[config.mk]
export PLATFORM = sky130hd
export DESIGN_NAME = pc_generator_flat
export DESIGN_NICKNAME = d
export VERILOG_FILES = /design/src/rtl/pc_generator_if.sv /design/src/rtl/pc_generator.sv /design/src/flat_wrapper.sv
export SDC_FILE = /design/constraint.sdc
export NUM_CORES = 1
export LEC_CHECK = 0
export BUFFER_PORTS_ARGS = -buffer_cell sky130_fd_sc_hd__buf_4
export CORE_AREA = 2 2 61 106
export DETAILED_ROUTE_END_ITERATION = 10
export DIE_AREA = 0 0 63 108
export HOLD_SLACK_MARGIN = 0.08
export PLACE_DENSITY = 0.75
export REMOVE_ABC_BUFFERS = 1
export SYNTH_ARGS = -nofsm -noshare
export SYNTH_HDL_FRONTEND = slang
export SYNTH_SLANG_ARGS = --single-unit
[constraint.sdc]
create_clock -name clk -period 2.1 [get_ports clk]
set_input_delay 0.42 -clock clk [delete_from_list [all_inputs] [get_ports clk]]
set_output_delay 0.42 -clock clk [all_outputs]
set_load 0.03 [all_outputs]
[src/rtl/pc_generator_if.sv]
// Purpose : Bundles the signals between the PC stage, the hazard/decode logic
//           that steers it, and the fetcher that consumes its address.
// Modports:
//   master : drives the stall/hold and redirect inputs, observes the PC outputs
//   slave  : the PC generator itself
// Signals :
//   stall, mem_busy        hold requests (hazard unit, shared-memory data access)
//   redirect_en/_target    taken branch/jump from decode
//   current_PC, pc_plus1   fetch address and its increment (link writeback)
//   fetch_valid            current_PC is a new fetch to capture
//   redirect_pending       a redirect is buffered behind a hold
//   stall_cycles           saturating held-cycle debug counter
interface pc_generator_if #(
    parameter int PC_WIDTH = 16
);
    logic                stall;
    logic                mem_busy;
    logic                redirect_en;
    logic [PC_WIDTH-1:0] redirect_target;
    logic [PC_WIDTH-1:0] current_PC;
    logic [PC_WIDTH-1:0] pc_plus1;
    logic                fetch_valid;
    logic                redirect_pending;
    logic [15:0]         stall_cycles;

    modport master (
        output stall, mem_busy, redirect_en, redirect_target,
        input  current_PC, pc_plus1, fetch_valid, redirect_pending, stall_cycles
    );

    modport slave (
        input  stall, mem_busy, redirect_en, redirect_target,
        output current_PC, pc_plus1, fetch_valid, redirect_pending, stall_cycles
    );
endinterface

[src/rtl/pc_generator.sv]
// Purpose : Program-counter stage feeding the instruction fetcher. Chooses
//           between sequential increment, decode redirect, or hold, and
//           buffers a redirect that arrives while the PC is held.
// Ports   :
//   clk     system clock, all state updates on posedge
//   rst     asynchronous active-high reset
//   pc_bus  pc_generator_if.slave (hold/redirect in, PC/status out)
//
// state | meaning
// ------+---------------------------------------------------------------
// BOOT  | first cycle after reset; PC parked at RESET_VECTOR, no fetch
// RUN   | normal sequencing: increment, redirect, or hold
// PEND  | redirect captured during a hold; waits for the hold to clear
module pc_generator #(
    parameter int                     PC_WIDTH     = 16,
    parameter logic [PC_WIDTH-1:0]    RESET_VECTOR = '0
) (
    input  logic           clk,
    input  logic           rst,
    pc_generator_if.slave  pc_bus
);

    typedef enum logic [1:0] {
        ST_BOOT = 2'd0,
        ST_RUN  = 2'd1,
        ST_PEND = 2'd2
    } state_t;

    localparam logic [PC_WIDTH-1:0] PC_ONE  = {{(PC_WIDTH-1){1'b0}}, 1'b1};
    localparam logic [15:0]         CNT_MAX = 16'hFFFF;
    localparam logic [15:0]         CNT_ONE = 16'h0001;

    state_t              r_state;
    logic [PC_WIDTH-1:0] r_pc;
    logic [PC_WIDTH-1:0] r_saved_target;
    logic [15:0]         r_stall_cycles;

    state_t              w_state_nxt;
    logic [PC_WIDTH-1:0] w_pc_nxt;
    logic [PC_WIDTH-1:0] w_saved_nxt;
    logic [15:0]         w_stall_nxt;
    logic                w_hold;

    assign w_hold = pc_bus.stall | pc_bus.mem_busy;

    // State register
    always_ff @(posedge clk or posedge rst) begin
        if (rst) begin
            r_state        <= ST_BOOT;
            r_pc           <= RESET_VECTOR;
            r_saved_target <= '0;
            r_stall_cycles <= '0;
        end else begin
            r_state        <= w_state_nxt;
            r_pc           <= w_pc_nxt;
            r_saved_target <= w_saved_nxt;
            r_stall_cycles <= w_stall_nxt;
        end
    end

    // Next-state logic
    always_comb begin
        w_state_nxt = r_state;
        w_pc_nxt    = r_pc;
        w_saved_nxt = r_saved_target;
        w_stall_nxt = r_stall_cycles;

        case (r_state)
            ST_BOOT: begin
                // Hold and redirect are deliberately ignored here.
                w_state_nxt = ST_RUN;
            end
            ST_RUN: begin
                if (pc_bus.redirect_en && !w_hold) begin
                    w_pc_nxt = pc_bus.redirect_target;
                end else if (pc_bus.redirect_en) begin
                    w_saved_nxt = pc_bus.redirect_target;
                    w_state_nxt = ST_PEND;
                end else if (!w_hold) begin
                    w_pc_nxt = r_pc + PC_ONE;
                end
            end
            ST_PEND: begin
                if (w_hold) begin
                    // Newest redirect wins while still held.
                    if (pc_bus.redirect_en) begin
                        w_saved_nxt = pc_bus.redirect_target;
                    end
                end else begin
                    w_pc_nxt    = pc_bus.redirect_en ? pc_bus.redirect_target
                                                     : r_saved_target;
                    w_state_nxt = ST_RUN;
                end
            end
            default: begin
                w_state_nxt = ST_BOOT;
            end
        endcase

        // One count per held edge regardless of how many hold sources are active.
        if ((r_state != ST_BOOT) && w_hold && (r_stall_cycles != CNT_MAX)) begin
            w_stall_nxt = r_stall_cycles + CNT_ONE;
        end
    end

    // Outputs
    always_comb begin
        pc_bus.current_PC       = r_pc;
        pc_bus.pc_plus1         = r_pc + PC_ONE;
        // High in the PEND release cycle too; the PC is stale then and the
        // decode-side flush discards that fetch.
        pc_bus.fetch_valid      = (r_state != ST_BOOT) && !w_hold;
        pc_bus.redirect_pending = (r_state == ST_PEND);
        pc_bus.stall_cycles     = r_stall_cycles;
    end

endmodule

[src/flat_wrapper.sv]
// flat-port wrapper written by rule: the top's interface ports become plain ports
module pc_generator_flat 
#(
    parameter int                     PC_WIDTH     = 16,
    parameter logic [PC_WIDTH-1:0]    RESET_VECTOR = '0
)
  (clk, rst, pc_bus_stall, pc_bus_mem_busy, pc_bus_redirect_en, pc_bus_redirect_target, pc_bus_current_PC, pc_bus_pc_plus1, pc_bus_fetch_valid, pc_bus_redirect_pending, pc_bus_stall_cycles);
  pc_generator_if #(.PC_WIDTH(PC_WIDTH)) pc_bus_i ();
  input  logic clk;
  input  logic rst;
  input wire logic [$bits(pc_bus_i.stall)-1:0] pc_bus_stall;
  input wire logic [$bits(pc_bus_i.mem_busy)-1:0] pc_bus_mem_busy;
  input wire logic [$bits(pc_bus_i.redirect_en)-1:0] pc_bus_redirect_en;
  input wire logic [$bits(pc_bus_i.redirect_target)-1:0] pc_bus_redirect_target;
  output wire logic [$bits(pc_bus_i.current_PC)-1:0] pc_bus_current_PC;
  output wire logic [$bits(pc_bus_i.pc_plus1)-1:0] pc_bus_pc_plus1;
  output wire logic [$bits(pc_bus_i.fetch_valid)-1:0] pc_bus_fetch_valid;
  output wire logic [$bits(pc_bus_i.redirect_pending)-1:0] pc_bus_redirect_pending;
  output wire logic [$bits(pc_bus_i.stall_cycles)-1:0] pc_bus_stall_cycles;
  assign pc_bus_i.stall = pc_bus_stall;
  assign pc_bus_i.mem_busy = pc_bus_mem_busy;
  assign pc_bus_i.redirect_en = pc_bus_redirect_en;
  assign pc_bus_i.redirect_target = pc_bus_redirect_target;
  assign pc_bus_current_PC = pc_bus_i.current_PC;
  assign pc_bus_pc_plus1 = pc_bus_i.pc_plus1;
  assign pc_bus_fetch_valid = pc_bus_i.fetch_valid;
  assign pc_bus_redirect_pending = pc_bus_i.redirect_pending;
  assign pc_bus_stall_cycles = pc_bus_i.stall_cycles;
  pc_generator #(.PC_WIDTH(PC_WIDTH), .RESET_VECTOR(RESET_VECTOR)) u_core (.clk(clk), .rst(rst), .pc_bus(pc_bus_i));
endmodule
==> impl_metrics.yaml <==
outcome:
  run_status: "finished with violations"
  violations_in_the_final_reports: "setup timing"
pwr:
  switching_share: 0.458
  power_frac_clock: 0.113
  power_mw: 6.12
  total_switching_power_mw: 2.80
  p_int_mw: 3.31
  power_per_cell_area_mw_per_mm2: 1520
  power.leakage_nw: 1.82
  comb_power_share: 0.598
  sequential_share_of_power: 0.289
  ir_drop_v: 0.000767
layout:
  post_synthesis_to_final_layout_area_growth_pct: 40.4
  fraction_of_layout_instances_using_a_drive_strength_above_1: 0.435
  layoutNonFillerInstCount: 471
  n_antenna_cell: 0
  final_instance_area_mm2: 0.00402
  finalNetCount: 418
synthesis:
  synth_cells: 292
  yosys_warnings: 0
  post_synth_num_cell_types: 38
  yosys_most_used_dff: "dfrtp_1"
  netlist_area_before_placement_mm2: 0.00286
  yosys_register_bits: 50
  async_reset_ff_frac: 1.00
  share_of_the_yosys_chip_area_belonging_to_registers: 0.437
  synth-edff-count: 0
  syn_avg_cell_area_um2: 9.80
setup_path:
  crit_path_end_kind: "primary output"
  worstReg2RegEnd: "u_core.pc_bus.current_PC[10]$_DFFE_PP0P_"
  slowest_delay_ps: 390
  worst-r2r-cell-count: 10
  setup.worst_path.start_class: "register"
  data_arrival_time_at_the_worst_slack_endpoint_ps: 1810
  timing.rr.start: "u_core.pc_bus.current_PC[1]$_DFFE_PP0P_"
  critPathSlowestCell: "dfrtp_1"
  worst-path-max-fanout: 4
  critical_path_required_ps: 1680
  cpMostUsedCell: "nand4_1"
  path_class: "register to primary output"
  reg2reg_setup_slack_ps: 220
  path_cells: "buf_6 -> nand4_1 -> nor2_4 -> nand4_1 -> xnor2_1 -> buf_4"
global_route:
  number_of_global_route_vias_before_repair: 2551
  grt.total_usage: 0.226
  grt_pass1_wl_um: 12100
  antenna_found_initial: 0
  grt_max_degree: 28
  grt_remaining_overflow: 0
sta:
  grt_setup_unrepaired: "true"
  max_clock_freq_mhz: 448
  worst_slew_margin_rel: 0.615
  post-route-worst-setup-slack_ps: -131
  hold-worst-slack_ps: 168
  post-route-period-util: 1.06
  timing_worst_slew_pin_value_ps: 576
  fin_worst_skew_ps: 7.32
  slew_violations: 0
  final_worst_path_period_need_ps: 2230
  setup_viol_count_final: 10
  final_hold_viol_count: 0
clocking:
  clockBufferDepth: 2
  cts.sink_count: 50
  cts_hold_repair.buffers: 0
  clock_tree_from_tritoncts: "yes"
  cts_htree_levels: 2
  clkSlewWorstSetupHoldPaths_ps: 90
  clk_latency_ps: 310
  clock_tree.root_cell: "clkbuf_8"
  numCtsBuffers: 5
detailed_routing:
  route.vias.total: 2623
  antenna_left: 0
  post_drt_via_cell_ratio: 5.57
  drt-pass1-iter-count: 4
  postRouteWirelength_um: 7760
  avgRoutedWirePerCell_um: 16.5
  drt_first_iter_violations: 207
  remaining_drc_errors: 0
floorplan:
  placeable_core_region_mm2: 0.00588
  fp-row-count: 37
  floorplan.initialDensity: 0.487
  floorplan.die_area_mm2: 0.00680
  die-height_um: 108
  design.portCount: 71
  floorplan.die.width_um: 63
run:
  max_cap_violations: 0
placement:
  dp.final_hpwl_um: 5210
  placedCellCount: 444
  port_buffers: 70
  finalWeightedCongestion: 0.900
  place_area_mm2: 0.00357
min_path:
  worst_hold_path_type: "input port to async pin"
-- synth_stat cells (5+ instances only) --
library cell,count,area share
buf_2,7,0.012
nor2_1,24,0.031
inv_1,12,0.016
and3_1,5,0.011
a21oi_1,17,0.030
nand3_1,13,0.023
o21ai_0,16,0.028
mux2_2,27,0.11
mux2i_1,6,0.021
nand2_1,21,0.028
xnor2_1,21,0.064
ha_1,5,0.022
nand4_1,12,0.026
nor3_1,5,0.0087
dfrtp_1,50,0.44
xor2_1,8,0.024
-- how the worst max path moves through the flow --
stage | startpoint | endpoint | slack (ps) | depth (start not counted)
2_1_floorplan | u_core.r_state[0]$_DFFE_PP0P_ | u_core.pc_bus.current_PC[5]$_DFFE_PP0P_ | -550 | 7
6_report | u_core.pc_bus.current_PC[1]$_DFFE_PP0P_ | pc_bus_pc_plus1[15] | -130 | 6
5_1_grt | u_core.pc_bus.current_PC[1]$_DFFE_PP0P_ | pc_bus_pc_plus1[15] | -240 | 6
3_5_place_dp | u_core.pc_bus.current_PC[0]$_DFFE_PP0P_ | pc_bus_pc_plus1[14] | 190 | 5
4_1_cts | u_core.pc_bus.current_PC[0]$_DFFE_PP0P_ | pc_bus_pc_plus1[11] | -100 | 5
3_3_place_gp | u_core.pc_bus.current_PC[0]$_DFFE_PP0P_ | pc_bus_pc_plus1[14] | 170 | 5
-- metal layers --
layer	routed length [µm]	track usage	up-vias	part of all wire
met3	379	0.0364	16	0.049
met1	2900	0.249	1267	0.37
met4	174	0.0889	0	0.022
met5	0	0	-	0
li1	-	-	1249	-
met2	4310	0.427	91	0.56
-- logic make-up after synthesis --
| logic type | synth area share |
|---|---|
| multiplexers | 0.127 |
| AND/OR/NAND/NOR | 0.160 |
| adder cells (fa/ha/maj) | 0.0219 |
| flip-flops | 0.437 |
| buffers and inverters | 0.0359 |
| AO/OA/AOI/OAI | 0.129 |
| XOR/XNOR | 0.0888 |
-- power by group through the flow --
stage          combinational [mW]  sequential (mW)  clock (mW)
2_1_floorplan                1.66             2.12           0
3_3_place_gp                 3.22             1.72           0
3_5_place_dp                 3.26             1.74           0
4_1_cts                      3.49             1.72       0.700
5_1_grt                      3.93             1.83       0.743
6_report                     3.66             1.77       0.689
-- cells in the final DEF, fill, tap and decap left out, types with 3 or more instances in the layout --
cell / instances
xnor2_2: 5
dfrtp_1: 44
nand3_1: 9
dfrtp_2: 6
inv_1: 11
xnor2_1: 16
o22a_1: 4
nand3_4: 3
o21ai_0: 16
clkbuf_8: 5
nand2_1: 19
mux2i_1: 6
a22oi_1: 3
mux2_2: 27
ha_1: 4
o22ai_1: 3
and3_1: 4
a31oi_1: 3
xor2_1: 7
o31a_1: 3
buf_4: 93
nor2_1: 22
a21oi_1: 17
buf_6: 10
nor3_1: 4
o21ai_1: 4
nand4_1: 12
-- flip-flops by register name, summed over array words and instances, names as in the netlist --
signal	flops
u_core.pc_bus.stall_cycles	16
u_core.r_state	2
u_core.pc_bus.current_PC	16
u_core.r_saved_target	16
-- per-stage QoR --
stage               utilization  setup TNS (ps)  setup slack (ps)
floorplan                     -           -9720              -554
global placement          0.608               0               173
detailed placement        0.608               0               190
CTS                       0.659            -488             -95.5
global route              0.683           -1590              -240
finish                    0.683            -855              -131
-- critical path, delay by kind of cell, from the launching register on --
kind                      cells  cell delay (ps)
xor gates and xnor gates      1              200
buffers and inverters         2              290
DFF                           1              390
and+or+nand+nor               3              630
-- what timing repair did --
| action | 4_1_cts | 5_1_grt |
|---|---|---|
| pin swaps | 12 | 16 |
| buffers inserted | 14 | 6 |
| setup endpoints to repair | 11 | 12 |
| gates resized for setup | 20 | 21 |
| hold endpoints to repair | 0 | 0 |
-- area by class of cell --
class	count	area, µm²
Clock buffer	5	68.8
Clock inverter	3	43.8
Fill cell	451	1860
Inverter	12	45.0
Multi-Input combinational cell	218	1650
Sequential cell	50	1260
Tap cell	78	97.6
Timing Repair Buffer	105	851
No activity file was read; power rests on OpenSTA's default activity.
